<file path="src/rtl/sim_monitor_pkg.sv">
// sim_monitor_pkg
//  Shared types and constants for the end-of-test / trace monitor.
//  - state_t       : encoded monitor state, visible on o_state
//  - trace_entry_t : one trace record {register index, write data}
//  - TOHOST_PASS   : TOHOST value that signals a passing test
package sim_monitor_pkg;

    localparam int PKG_XLEN = 32;

    typedef enum logic [2:0] {
        IDLE    = 3'd0,
        RUN     = 3'd1,
        PASS    = 3'd2,
        FAIL    = 3'd3,
        TIMEOUT = 3'd4
    } state_t;

    typedef struct packed {
        logic [4:0]          wnum;
        logic [PKG_XLEN-1:0] wd;
    } trace_entry_t;

    localparam logic [31:0] TOHOST_PASS = 32'd1;

endpackage

</file>
<file path="src/rtl/sim_trace_fifo.sv">
// sim_trace_fifo
//  First-word-fall-through FIFO for register-file trace records.
//  Ports:
//    i_clk, i_rst        clock, asynchronous active-high reset
//    i_flush             empties the FIFO and clears the overflow flag
//    i_push, i_push_data write request and data
//    i_pop               pop the head (ignored when empty)
//    o_valid, o_head     FIFO non-empty, head entry (0 when empty)
//    o_full              all DEPTH entries occupied
//    o_overflow          sticky: a push was dropped because the FIFO was full
module sim_trace_fifo #(
    parameter int WIDTH = 37,
    parameter int DEPTH = 16
) (
    input  logic             i_clk,
    input  logic             i_rst,
    input  logic             i_flush,
    input  logic             i_push,
    input  logic [WIDTH-1:0] i_push_data,
    input  logic             i_pop,
    output logic             o_valid,
    output logic [WIDTH-1:0] o_head,
    output logic             o_full,
    output logic             o_overflow
);

    localparam int AW = $clog2(DEPTH);

    logic [WIDTH-1:0] mem_q [DEPTH];
    logic [AW-1:0]    wr_ptr_q, wr_ptr_d;
    logic [AW-1:0]    rd_ptr_q, rd_ptr_d;
    logic [AW:0]      count_q, count_d;
    logic             overflow_q, overflow_d;
    logic             empty, full, do_push, do_pop;

    always_comb begin
        empty = (count_q == '0);
        full  = (count_q == (AW+1)'(DEPTH));
        // A pop in the same cycle frees a slot, so a push into a full FIFO
        // still lands; a pop on an empty FIFO is simply ignored.
        do_pop  = i_pop && !empty;
        do_push = i_push && (!full || do_pop);

        wr_ptr_d   = wr_ptr_q;
        rd_ptr_d   = rd_ptr_q;
        count_d    = count_q;
        overflow_d = overflow_q;

        if (i_flush) begin
            wr_ptr_d   = '0;
            rd_ptr_d   = '0;
            count_d    = '0;
            overflow_d = 1'b0;
        end else begin
            // Power-of-two depth: pointers wrap by natural overflow.
            if (do_push) wr_ptr_d = wr_ptr_q + 1'b1;
            if (do_pop)  rd_ptr_d = rd_ptr_q + 1'b1;
            case ({do_push, do_pop})
                2'b10:   count_d = count_q + 1'b1;
                2'b01:   count_d = count_q - 1'b1;
                default: count_d = count_q;
            endcase
            if (i_push && !do_push) overflow_d = 1'b1;
        end
    end

    always_ff @(posedge i_clk or posedge i_rst) begin
        if (i_rst) begin
            wr_ptr_q   <= '0;
            rd_ptr_q   <= '0;
            count_q    <= '0;
            overflow_q <= 1'b0;
        end else begin
            wr_ptr_q   <= wr_ptr_d;
            rd_ptr_q   <= rd_ptr_d;
            count_q    <= count_d;
            overflow_q <= overflow_d;
        end
    end

    // Storage needs no reset: the head is masked to 0 whenever the FIFO is empty.
    always_ff @(posedge i_clk) begin
        if (do_push && !i_flush) mem_q[wr_ptr_q] <= i_push_data;
    end

    assign o_valid    = !empty;
    assign o_head     = empty ? '0 : mem_q[rd_ptr_q];
    assign o_full     = full;
    assign o_overflow = overflow_q;

endmodule

</file>
<file path="src/rtl/sim_monitor.sv">
// sim_monitor
//  End-of-test and trace monitor placed beside the datapath. Detects TOHOST
//  writes (riscv-tests convention), runs a cycle watchdog, and records
//  register-file writes into a FWFT trace FIFO.
//  Ports:
//    i_clk, i_rst                  clock, asynchronous active-high reset
//    i_start                       arm/re-arm from IDLE or a terminal state
//    i_dm_wen/addr/wdata           data-memory write port (TOHOST detection)
//    i_rf_wen/wnum/wd              register-file write port (trace source)
//    i_trace_ren                   pop trace head
//    o_trace_valid/data/overflow   trace FIFO head and sticky drop flag
//    o_state                       encoded monitor state
//    o_done, o_pass, o_fail_code   test verdict
//    o_cycle_count                 RUN cycles elapsed (saturating)
//    o_rf_write_count              qualifying rf writes in RUN (saturating)
module sim_monitor
    import sim_monitor_pkg::*;
#(
    parameter int                XLEN           = 32,
    parameter int                ADDR_W         = 32,
    parameter logic [ADDR_W-1:0] TOHOST_ADDR    = 32'h1000,
    parameter int                TIMEOUT_CYCLES = 100000,
    parameter int                TRACE_DEPTH    = 16
) (
    input  logic              i_clk,
    input  logic              i_rst,
    input  logic              i_start,
    input  logic              i_dm_wen,
    input  logic [ADDR_W-1:0] i_dm_addr,
    input  logic [XLEN-1:0]   i_dm_wdata,
    input  logic              i_rf_wen,
    input  logic [4:0]        i_rf_wnum,
    input  logic [XLEN-1:0]   i_rf_wd,
    input  logic              i_trace_ren,
    output logic              o_trace_valid,
    output logic [XLEN+4:0]   o_trace_data,
    output logic              o_trace_overflow,
    output logic [2:0]        o_state,
    output logic              o_done,
    output logic              o_pass,
    output logic [XLEN-1:0]   o_fail_code,
    output logic [31:0]       o_cycle_count,
    output logic [31:0]       o_rf_write_count
);

    state_t            state_q, state_d;
    logic [31:0]       cycle_count_q, cycle_count_d;
    logic [31:0]       rf_write_count_q, rf_write_count_d;
    logic              done_q, done_d;
    logic              pass_q, pass_d;
    logic [XLEN-1:0]   fail_code_q, fail_code_d;

    logic              in_run;
    logic              arm;
    logic              tohost_hit;
    logic              trace_push;
    logic              trace_full;

    assign in_run     = (state_q == RUN);
    // i_start is ignored while a test is running.
    assign arm        = i_start && !in_run;
    assign tohost_hit = in_run && i_dm_wen && (i_dm_addr == TOHOST_ADDR);
    assign trace_push = in_run && i_rf_wen && (i_rf_wnum != 5'd0);

    always_comb begin
        state_d          = state_q;
        cycle_count_d    = cycle_count_q;
        rf_write_count_d = rf_write_count_q;
        done_d           = done_q;
        pass_d           = pass_q;
        fail_code_d      = fail_code_q;

        if (arm) begin
            state_d          = RUN;
            cycle_count_d    = '0;
            rf_write_count_d = '0;
            done_d           = 1'b0;
            pass_d           = 1'b0;
            fail_code_d      = '0;
        end else if (in_run) begin
            // The exit cycle is itself a RUN cycle and is counted.
            if (cycle_count_q != 32'hFFFF_FFFF) cycle_count_d = cycle_count_q + 32'd1;
            // Dropped trace entries still count as observed writes.
            if (trace_push && rf_write_count_q != 32'hFFFF_FFFF)
                rf_write_count_d = rf_write_count_q + 32'd1;

            // TOHOST exits take priority over the watchdog in the same cycle;
            // even TOHOST values are not exits.
            if (tohost_hit && i_dm_wdata == XLEN'(TOHOST_PASS)) begin
                state_d = PASS;
                done_d  = 1'b1;
                pass_d  = 1'b1;
            end else if (tohost_hit && i_dm_wdata[0]) begin
                state_d     = FAIL;
                done_d      = 1'b1;
                fail_code_d = i_dm_wdata >> 1;
            end else if (cycle_count_q == 32'(TIMEOUT_CYCLES - 1)) begin
                state_d = TIMEOUT;
                done_d  = 1'b1;
            end
        end
    end

    always_ff @(posedge i_clk or posedge i_rst) begin
        if (i_rst) begin
            state_q          <= IDLE;
            cycle_count_q    <= '0;
            rf_write_count_q <= '0;
            done_q           <= 1'b0;
            pass_q           <= 1'b0;
            fail_code_q      <= '0;
        end else begin
            state_q          <= state_d;
            cycle_count_q    <= cycle_count_d;
            rf_write_count_q <= rf_write_count_d;
            done_q           <= done_d;
            pass_q           <= pass_d;
            fail_code_q      <= fail_code_d;
        end
    end

    sim_trace_fifo #(
        .WIDTH (XLEN + 5),
        .DEPTH (TRACE_DEPTH)
    ) u_trace_fifo (
        .i_clk       (i_clk),
        .i_rst       (i_rst),
        .i_flush     (arm),
        .i_push      (trace_push),
        .i_push_data ({i_rf_wnum, i_rf_wd}),
        .i_pop       (i_trace_ren),
        .o_valid     (o_trace_valid),
        .o_head      (o_trace_data),
        .o_full      (trace_full),
        .o_overflow  (o_trace_overflow)
    );

    assign o_state          = state_q;
    assign o_done           = done_q;
    assign o_pass           = pass_q;
    assign o_fail_code      = fail_code_q;
    assign o_cycle_count    = cycle_count_q;
    assign o_rf_write_count = rf_write_count_q;

    // Full status is only needed inside the FIFO; keep it observable for debug.
    logic unused_full;
    assign unused_full = trace_full;

endmodule

</file>
<file path="config.mk">
export PLATFORM = sky130hd
export DESIGN_NAME = sim_monitor
export DESIGN_NICKNAME = d
export VERILOG_FILES = /design/src/rtl/sim_monitor_pkg.sv /design/src/rtl/sim_trace_fifo.sv /design/src/rtl/sim_monitor.sv
export SDC_FILE = /design/constraint.sdc
export NUM_CORES = 1
export LEC_CHECK = 0
export BUFFER_PORTS_ARGS = -buffer_cell sky130_fd_sc_hd__buf_2
export CORE_MARGIN = 2
export CORE_UTILIZATION = 35
export CTS_CLUSTER_SIZE = 20
export DETAILED_ROUTE_END_ITERATION = 6
export HOLD_SLACK_MARGIN = 0.08
export PLACE_DENSITY = 0.6
export SLEW_MARGIN = 5
export SYNTH_ARGS = -nofsm -noshare
export SYNTH_HDL_FRONTEND = slang
export SYNTH_SLANG_ARGS = --single-unit
</file>
<file path="constraint.sdc">
create_clock -name i_clk -period 5.2 [get_ports i_clk]
set_input_delay 0.52 -clock i_clk [delete_from_list [all_inputs] [get_ports i_clk]]
set_output_delay 0.52 -clock i_clk [all_outputs]
set_load 0.02 [all_outputs]
</file>
**Yosys cells after proc, flatten, opt, wreduce, memory -nomap -nowiden**

Memories as Yosys holds them, arrays and structs flattened.
Cells that the tools add are included.

- $add $sub $neg: 6
- Multipliers: 0
- Div/mod/pow operators: 0
- $lt $le $gt $ge: 0
- Eq/ne operators: 10
- Shifts and indexed selects: 0
- Mux-type cells: 34
- Bitwise operators: 0
- Reduce and logical (&&, ||, !) cells: 35

Operators with widths:

| operator | count |
|---|---|
| two-way mux 32 bit | 10 |
| adder 32 x 1 -> 32 bit, second input constant | 2 |
| != test 32 bit, second input constant | 2 |
| two-way mux 37 bit | 1 |
| equality test 32 x 1 -> 1 bit, second input constant | 1 |
| equality test 32 x 13 -> 1 bit, second input constant | 1 |
| equality test 32 x 17 -> 1 bit, second input constant | 1 |
| two-way mux 4 bit | 4 |
| nonzero test 2 bit | 8 |
| two-way mux 3 bit | 5 |
| logical AND 1 bit | 12 |
| two-way mux 1 bit | 12 |
| case mux 5 bit (2 select lines) | 1 |
| adder 4 x 1 -> 4 bit, second input constant | 2 |
| AND reduction 2 bit | 4 |
| adder 5 x 1 -> 5 bit, second input constant | 1 |
| equality test 5 bit, second input constant | 1 |
| logical NOT 1 bit | 5 |
| logical NOT 5 bit | 1 |
| two-way mux 5 bit | 1 |
| nonzero test 5 bit | 1 |
| subtractor 5 x 1 -> 5 bit, second input constant | 1 |
| nonzero test 4 bit | 1 |
| equality test 3 x 1 -> 1 bit, second input constant | 1 |
| 6 further kinds | 6 |

- Bits in registers: 115
- Bits in latches: 0
- Bits in writable memories: 592
- ROM bits: 0
- Memories: 1

Memory list:

| name | words | bits a word | rd ports | clocked after memory_dff | wr ports | RTL line | RTL |
|---|---|---|---|---|---|---|---|
| u_trace_fifo.mem_q | 16 | 37 | 1 | 0 | 1 | sim_trace_fifo.sv:29 | `logic [WIDTH-1:0] mem_q [DEPTH];` |

**Longest topological paths before layout**

- Depth in word-level cells: 9
- Gate-level depth with buffers: 11
- Gate-level depth less buffers: 10

**Cells and area by module**

Synthesis repeated with hierarchy kept, for this count alone.

- Cell total of the unflattened synthesis: 1,641
- Area, all modules: 28,937.8 um^2

Modules (own cells, without submodules):

| module | instances | cells each | area an instance (um^2) | sequential area each (um^2) |
|---|---|---|---|---|
| sim_trace_fifo | 1 | 1,029 | 23,415.0 | 18,127.4 |
| sim_monitor | 1 | 612 | 5,522.8 | 2,502.4 |

**Worst setup path before layout**

Ideal clock, no wire load.

- Path kind: register to register
- From: reg state_q[0], in the netlist o_state[0]
- To: mem u_trace_fifo.mem_q[3][0] (enable)
- Library setup time: 0.524 ns
- Arrival time: 4.850 ns
- Data required time: 4.676 ns
- Path slack: -0.173 ns
- Stages on the path, launching flop included: 7
- Buffers on the path: 2
- Period minus slack after synthesis: 5.373 ns
- Path through: dfrtp_1 > nor3b_2 > buf_6 > o211a_2 > nand2b_1 > clkbuf_1 > nor4_1

- Word-level cells in the longest chain between the ends: 7
- Elaborated cells between the ends (all ways): 10

Ends and longest elaborated chain:

| element | RTL line | RTL |
|---|---|---|
| from (decl) | sim_monitor.sv:46 | `state_t state_q, state_d;` |
| from (signal assigned) | sim_monitor.sv:113 | `state_q <= state_d;` |
| equality test 3 x 1 -> 1 bit (*) | sim_monitor.sv:59 | `assign in_run = (state_q == RUN);` |
| logical AND 1 bit / logical NOT 1 bit (equally long branches) | sim_monitor.sv:63, sim_monitor.sv:61 |  |
| logical AND 1 bit (on tied branches) | sim_monitor.sv:63, sim_monitor.sv:61 |  |
| logical AND 1 bit / logical NOT 1 bit (equally long branches) | sim_trace_fifo.sv:42, sim_trace_fifo.sv:83 |  |
| logical AND 1 bit (*) | sim_trace_fifo.sv:83 | `if (do_push && !i_flush) mem_q[wr_ptr_q] <= i_push_data;` |
| two-way mux 1 bit (*) | sim_trace_fifo.sv:83 |  |
| two-way mux 1 bit (not written as such) (*) | sim_trace_fifo.sv:83 |  |
| to (decl) | sim_trace_fifo.sv:29 |  |

Mark *: on every way between the ends. The rest lies on a longest branch, timed or not.

**Worst setup path in the final report**

- From: reg u_trace_fifo.rd_ptr_q[0]
- To: out o_trace_data[33]

- Word-level cells in the longest chain between the ends: 2

Ends and longest elaborated chain:

| element | RTL line | RTL |
|---|---|---|
| from (decl) | sim_trace_fifo.sv:31 | `logic [AW-1:0] rd_ptr_q, rd_ptr_d;` |
| from (signal assigned) | sim_trace_fifo.sv:75 | `rd_ptr_q <= rd_ptr_d;` |
| memory read (16 x 37 bit) | -- |  |
| two-way mux 37 bit | sim_trace_fifo.sv:87 | `assign o_head = empty ? '0 : mem_q[rd_ptr_q];` |
| to (decl) | sim_monitor.sv:36 | `output logic [XLEN+4:0] o_trace_data,` |

Every way passes these cells.

==> metrics list <==
- Standard cell with the maximum stage delay on the critical path: sky130_fd_sc_hd__dfrtp_4
- Counting cells, the worst reg-to-reg path comes to 5.
- In this run the vertical extent of the chip is 291 um.
- Once detail routing completed, the nets flagged for antenna violations numbered 0.
- The clock drives approximately 710 sinks.
- Met2 usage in global routing: 0.275
- The global routing stage identified its most utilized layer as met2.
- Leakage dissipation: roughly 12 nW
- The region available for standard cell placement spans 82,000 um2.
- Min Tclk post-route: about 3.9 ns
- Count of unique library cells instantiated by Yosys: 61
- In this run, CTS created clock tree buffers numbering 76.
- Deepest level of the CTS H-tree: 3
* Share of cells above drive strength 1: 0.323
- Based on the critical path, the design can be clocked at up to 254 MHz.
* Post-place setup slack: roughly 1.5 ns
- Root buf cell: sky130_fd_sc_hd__clkbuf_16
* Endpoint required time on the critical path: about 4.7 ns
* 1st-pass router iterations: 5
- Wire length of the first global-routing pass: 103 mm
- Max_slew headroom: 0.203
- Via count of the first global-routing pass: around 17,000
- Via count: 15,800
- Quantity of hold-fixing buffers added after cts: 1
- Stage delay of the slowest cell on the critical path: between 0.8 and 0.9 ns
- In the routed design, unresolved DRC markers number 0.
- Setup violations remaining at the end of the flow were counted as 0.
- Number of vias per cell after detailed routing: 5.32
- Worst-margin pin slew: around 1.2 ns
- The run finished with clean final reports.
- Counting flops with a built-in enable in the synthesized netlist gives between 500 and 600.
* Warning count from the yosys run: 0
- Starting Density: 0.353
* GRT Total Usage: 0.160
- Sum of routed wire length over all layers: about 68 mm
* Setup slack after layout: approximately 1.3 ns
- Of the synthesized area, sequential elements account for 0.714.
* Number of fillers in the final layout: roughly 7,400
- Remaining global-route overflow: 0
- Counting along the longest clock path gives a buffer depth of 3.
- Setup repair after global routing left no endpoint under its margin.
- The count of buffers added on input and output ports is 245.
- 247 I/O pins were placed.
- Fraction of post-synthesis cell area in the top cell type by area: 0.615
* Area growth, synth to finish: 17.5%
- The signal on the critical path passes through buf_12, mux4_2, mux4_2, and2_1, buf_2.
* Worst hold path type: in2reg
- Final clock skew: roughly 0.023 ns
* Routing usage on met1: 0.201
- In the finished design, the share of the clock period the worst path needs comes to 0.758.
- Net count after synthesis: roughly 1,700
- Final count of hold timing violations: 0
- Commonest cells post-synth: sky130_fd_sc_hd__edfxtp_1, sky130_fd_sc_hd__mux4_2, sky130_fd_sc_hd__dfrtp_1
- Averaged over all synthesized cells, the footprint is roughly 18 um2.
* Sum of net half-perimeters after detailed placement: a little over 40 mm
- Biggest area consumer among synthesized cells: sky130_fd_sc_hd__edfxtp_1
- Largest net degree at the start of global routing: 69
* Clock-pin slew of the registers on the worst-case setup and hold paths: 0.06 ns
* Met3 usage: 0.0363
- Number of register bits inferred by synthesis: ~700
- Critical path launch point type: flop
* MaxCap Viol Count: 0
- Critical Path AT: between 3 and 4 ns
- Die Span X: approximately 300 um
- Placed standard-cell area: ~31,000 um2
- RePlAce Congestion: about 0.93
- Clock tree from TritonCTS: done
- Cell with the most instances after synthesis: sky130_fd_sc_hd__edfxtp_1
- The critical path is of the reg2out type.
* Top flip-flop cell by instance count after synthesis: sky130_fd_sc_hd__edfxtp_1
- Fraction of registers with async set or reset after synthesis: 0.161
* Maximum net fanout on the critical path: 47
* Source-to-sink clock delay at the later pin of the worst-skew pair: about 0.62 ns
* Net total in the final layout: 1,954
- After routing the design area is 34,000 um2.
- The initial antenna violation count is 7.
- The die covers around 85,000 um2.
* Worst VDD drop: approximately 0.00026 V
- The count of pins over their slew limit came to 0.
- In this run the post-CTS setup repair buffer count came out at 0.
- The worst hold path was traced through 2 stages.
- Yosys attributes the largest share of cell area to sky130_fd_sc_hd__edfxtp_1, sky130_fd_sc_hd__mux4_2, sky130_fd_sc_hd__dfrtp_1.
- The synthesized netlist occupies a cell area of 28,900 um2.
* Rows: about 110
- Once the clock tree was built, the resizer swapped 0 gates to a different size.
- Power spread over the standard cell area amounts to around 500 nW/um2.
- Dividing the detail-routed wire length by the instance count gives about 23 um.
- Setup TNS Final: 0 ns
* Dominant cell type by count on the critical path: sky130_fd_sc_hd__mux4_2
- For this block, the initial DRC count from the detailed router was between 1,000 and 1,500.
- Capturing element type of the critical path: primary output
* Number of standard cells after synthesis: 1,566
## placed cells by master, fill, tap and decap left out, drive strengths merged, types with 4 or more instances in the layout
cell type,Yosys,layout
nor4b,6,6
o31ai,25,25
mux2,4,4
o21ai,26,26
clkinv,0,38
nand3,30,30
dfrtp,114,114
and3,7,7
a21oi,39,39
nor2,30,30
xor2,8,8
o21a,4,4
and4,9,9
nand4,37,37
o211ai,11,11
nand2b,12,12
ha,10,10
buf,34,273
and2,50,50
bufinv,0,9
mux2i,39,39
edfxtp,592,592
or3,16,16
nand2,79,79
nor3b,4,4
nor4,30,30
nand3b,4,4
mux4,185,185
or4,25,25
inv,48,49
clkbuf,48,90
nor3,15,15
## worst max-delay path: cells and delay by family, from the launching register on
family                 cells  cell delay [ns]
buffers and inverters      2             0.60
flip-flops                 1             0.84
multiplexers               2             1.08
AND/OR/NAND/NOR            1             0.18
## stage by stage
step / power (W) / hold WS [ns] / cells / util
after floorplan: 0.0102 / 0.516 / 1566 / -
after global placement: 0.0116 / 0.484 / 2827 / 0.383
after detailed placement: 0.0116 / 0.498 / 2827 / 0.383
after CTS: 0.0171 / 0.0990 / 2967 / 0.414
after global routing: 0.0176 / 0.129 / 2967 / 0.414
final: 0.0169 / 0.151 / 2969 / 0.414
## routing by layer
layer  routed length, um  up-vias  share of wire
met5                  34        -        0.00050
met4                1640        6          0.024
met3                4110      115          0.061
met2               34300      527           0.51
met1               27700     8232           0.41
li1                    -     6905              -
## state kept, by name (all words and copies together), names as in the netlist, 3 cells and up
name,flops
u_trace_fifo.mem_q,592
o_cycle_count,32
o_rf_write_count,32
o_fail_code,31
u_trace_fifo.count_q,5
u_trace_fifo.rd_ptr_q,4
u_trace_fifo.wr_ptr_q,4
o_state,3
## layout make-up
class | count | area, um2 | share of cell area
sequential | 706 | 20600 | 0.608
tap | 1070 | 1340 | 0.0394
multi-input combinational | 730 | 7770 | 0.229
antenna | 2 | 5.00 | 0.000147
inverter | 48 | 183 | 0.00538
timing repair buffer | 274 | 1500 | 0.0440
clock buffer | 90 | 2000 | 0.0587
clock inverter | 49 | 538 | 0.0158
## power by group
group | internal (W) | switching, W | total [W]
clock | 0.00321 | 0.00225 | 0.00546
sequential | 0.00659 | 0.000476 | 0.00707
combinational | 0.00210 | 0.00222 | 0.00433
## cells by family (layout without fill, tap and decap cells)
group,Yosys count,after routing,share of synthesized area
flip-flops,706,706,0.714
adder cells (fa/ha/maj),11,11,0.00502
other,1,3,0.000130
XOR/XNOR,10,10,0.00303
AO/OA/AOI/OAI,121,121,0.0274
AND/OR/NAND/NOR,359,359,0.0717
buffers and inverters,130,461,0.0201
multiplexers,228,228,0.159
## worst paths after layout
check                                         start                   endpoint  slack (ns)
setup reg to reg                         o_state[0]  u_trace_fifo.mem_q[8][14]        1.76
hold reg to reg             u_trace_fifo.o_overflow    u_trace_fifo.o_overflow        0.51
min in group asynchronous                     i_rst        o_rf_write_count[1]        0.52
hold / removal                              i_start                 o_state[1]        0.15
setup / recovery           u_trace_fifo.rd_ptr_q[0]           o_trace_data[33]        1.26
max in group asynchronous                     i_rst   u_trace_fifo.rd_ptr_q[2]        3.17
(Power assumes the default switching activity.)
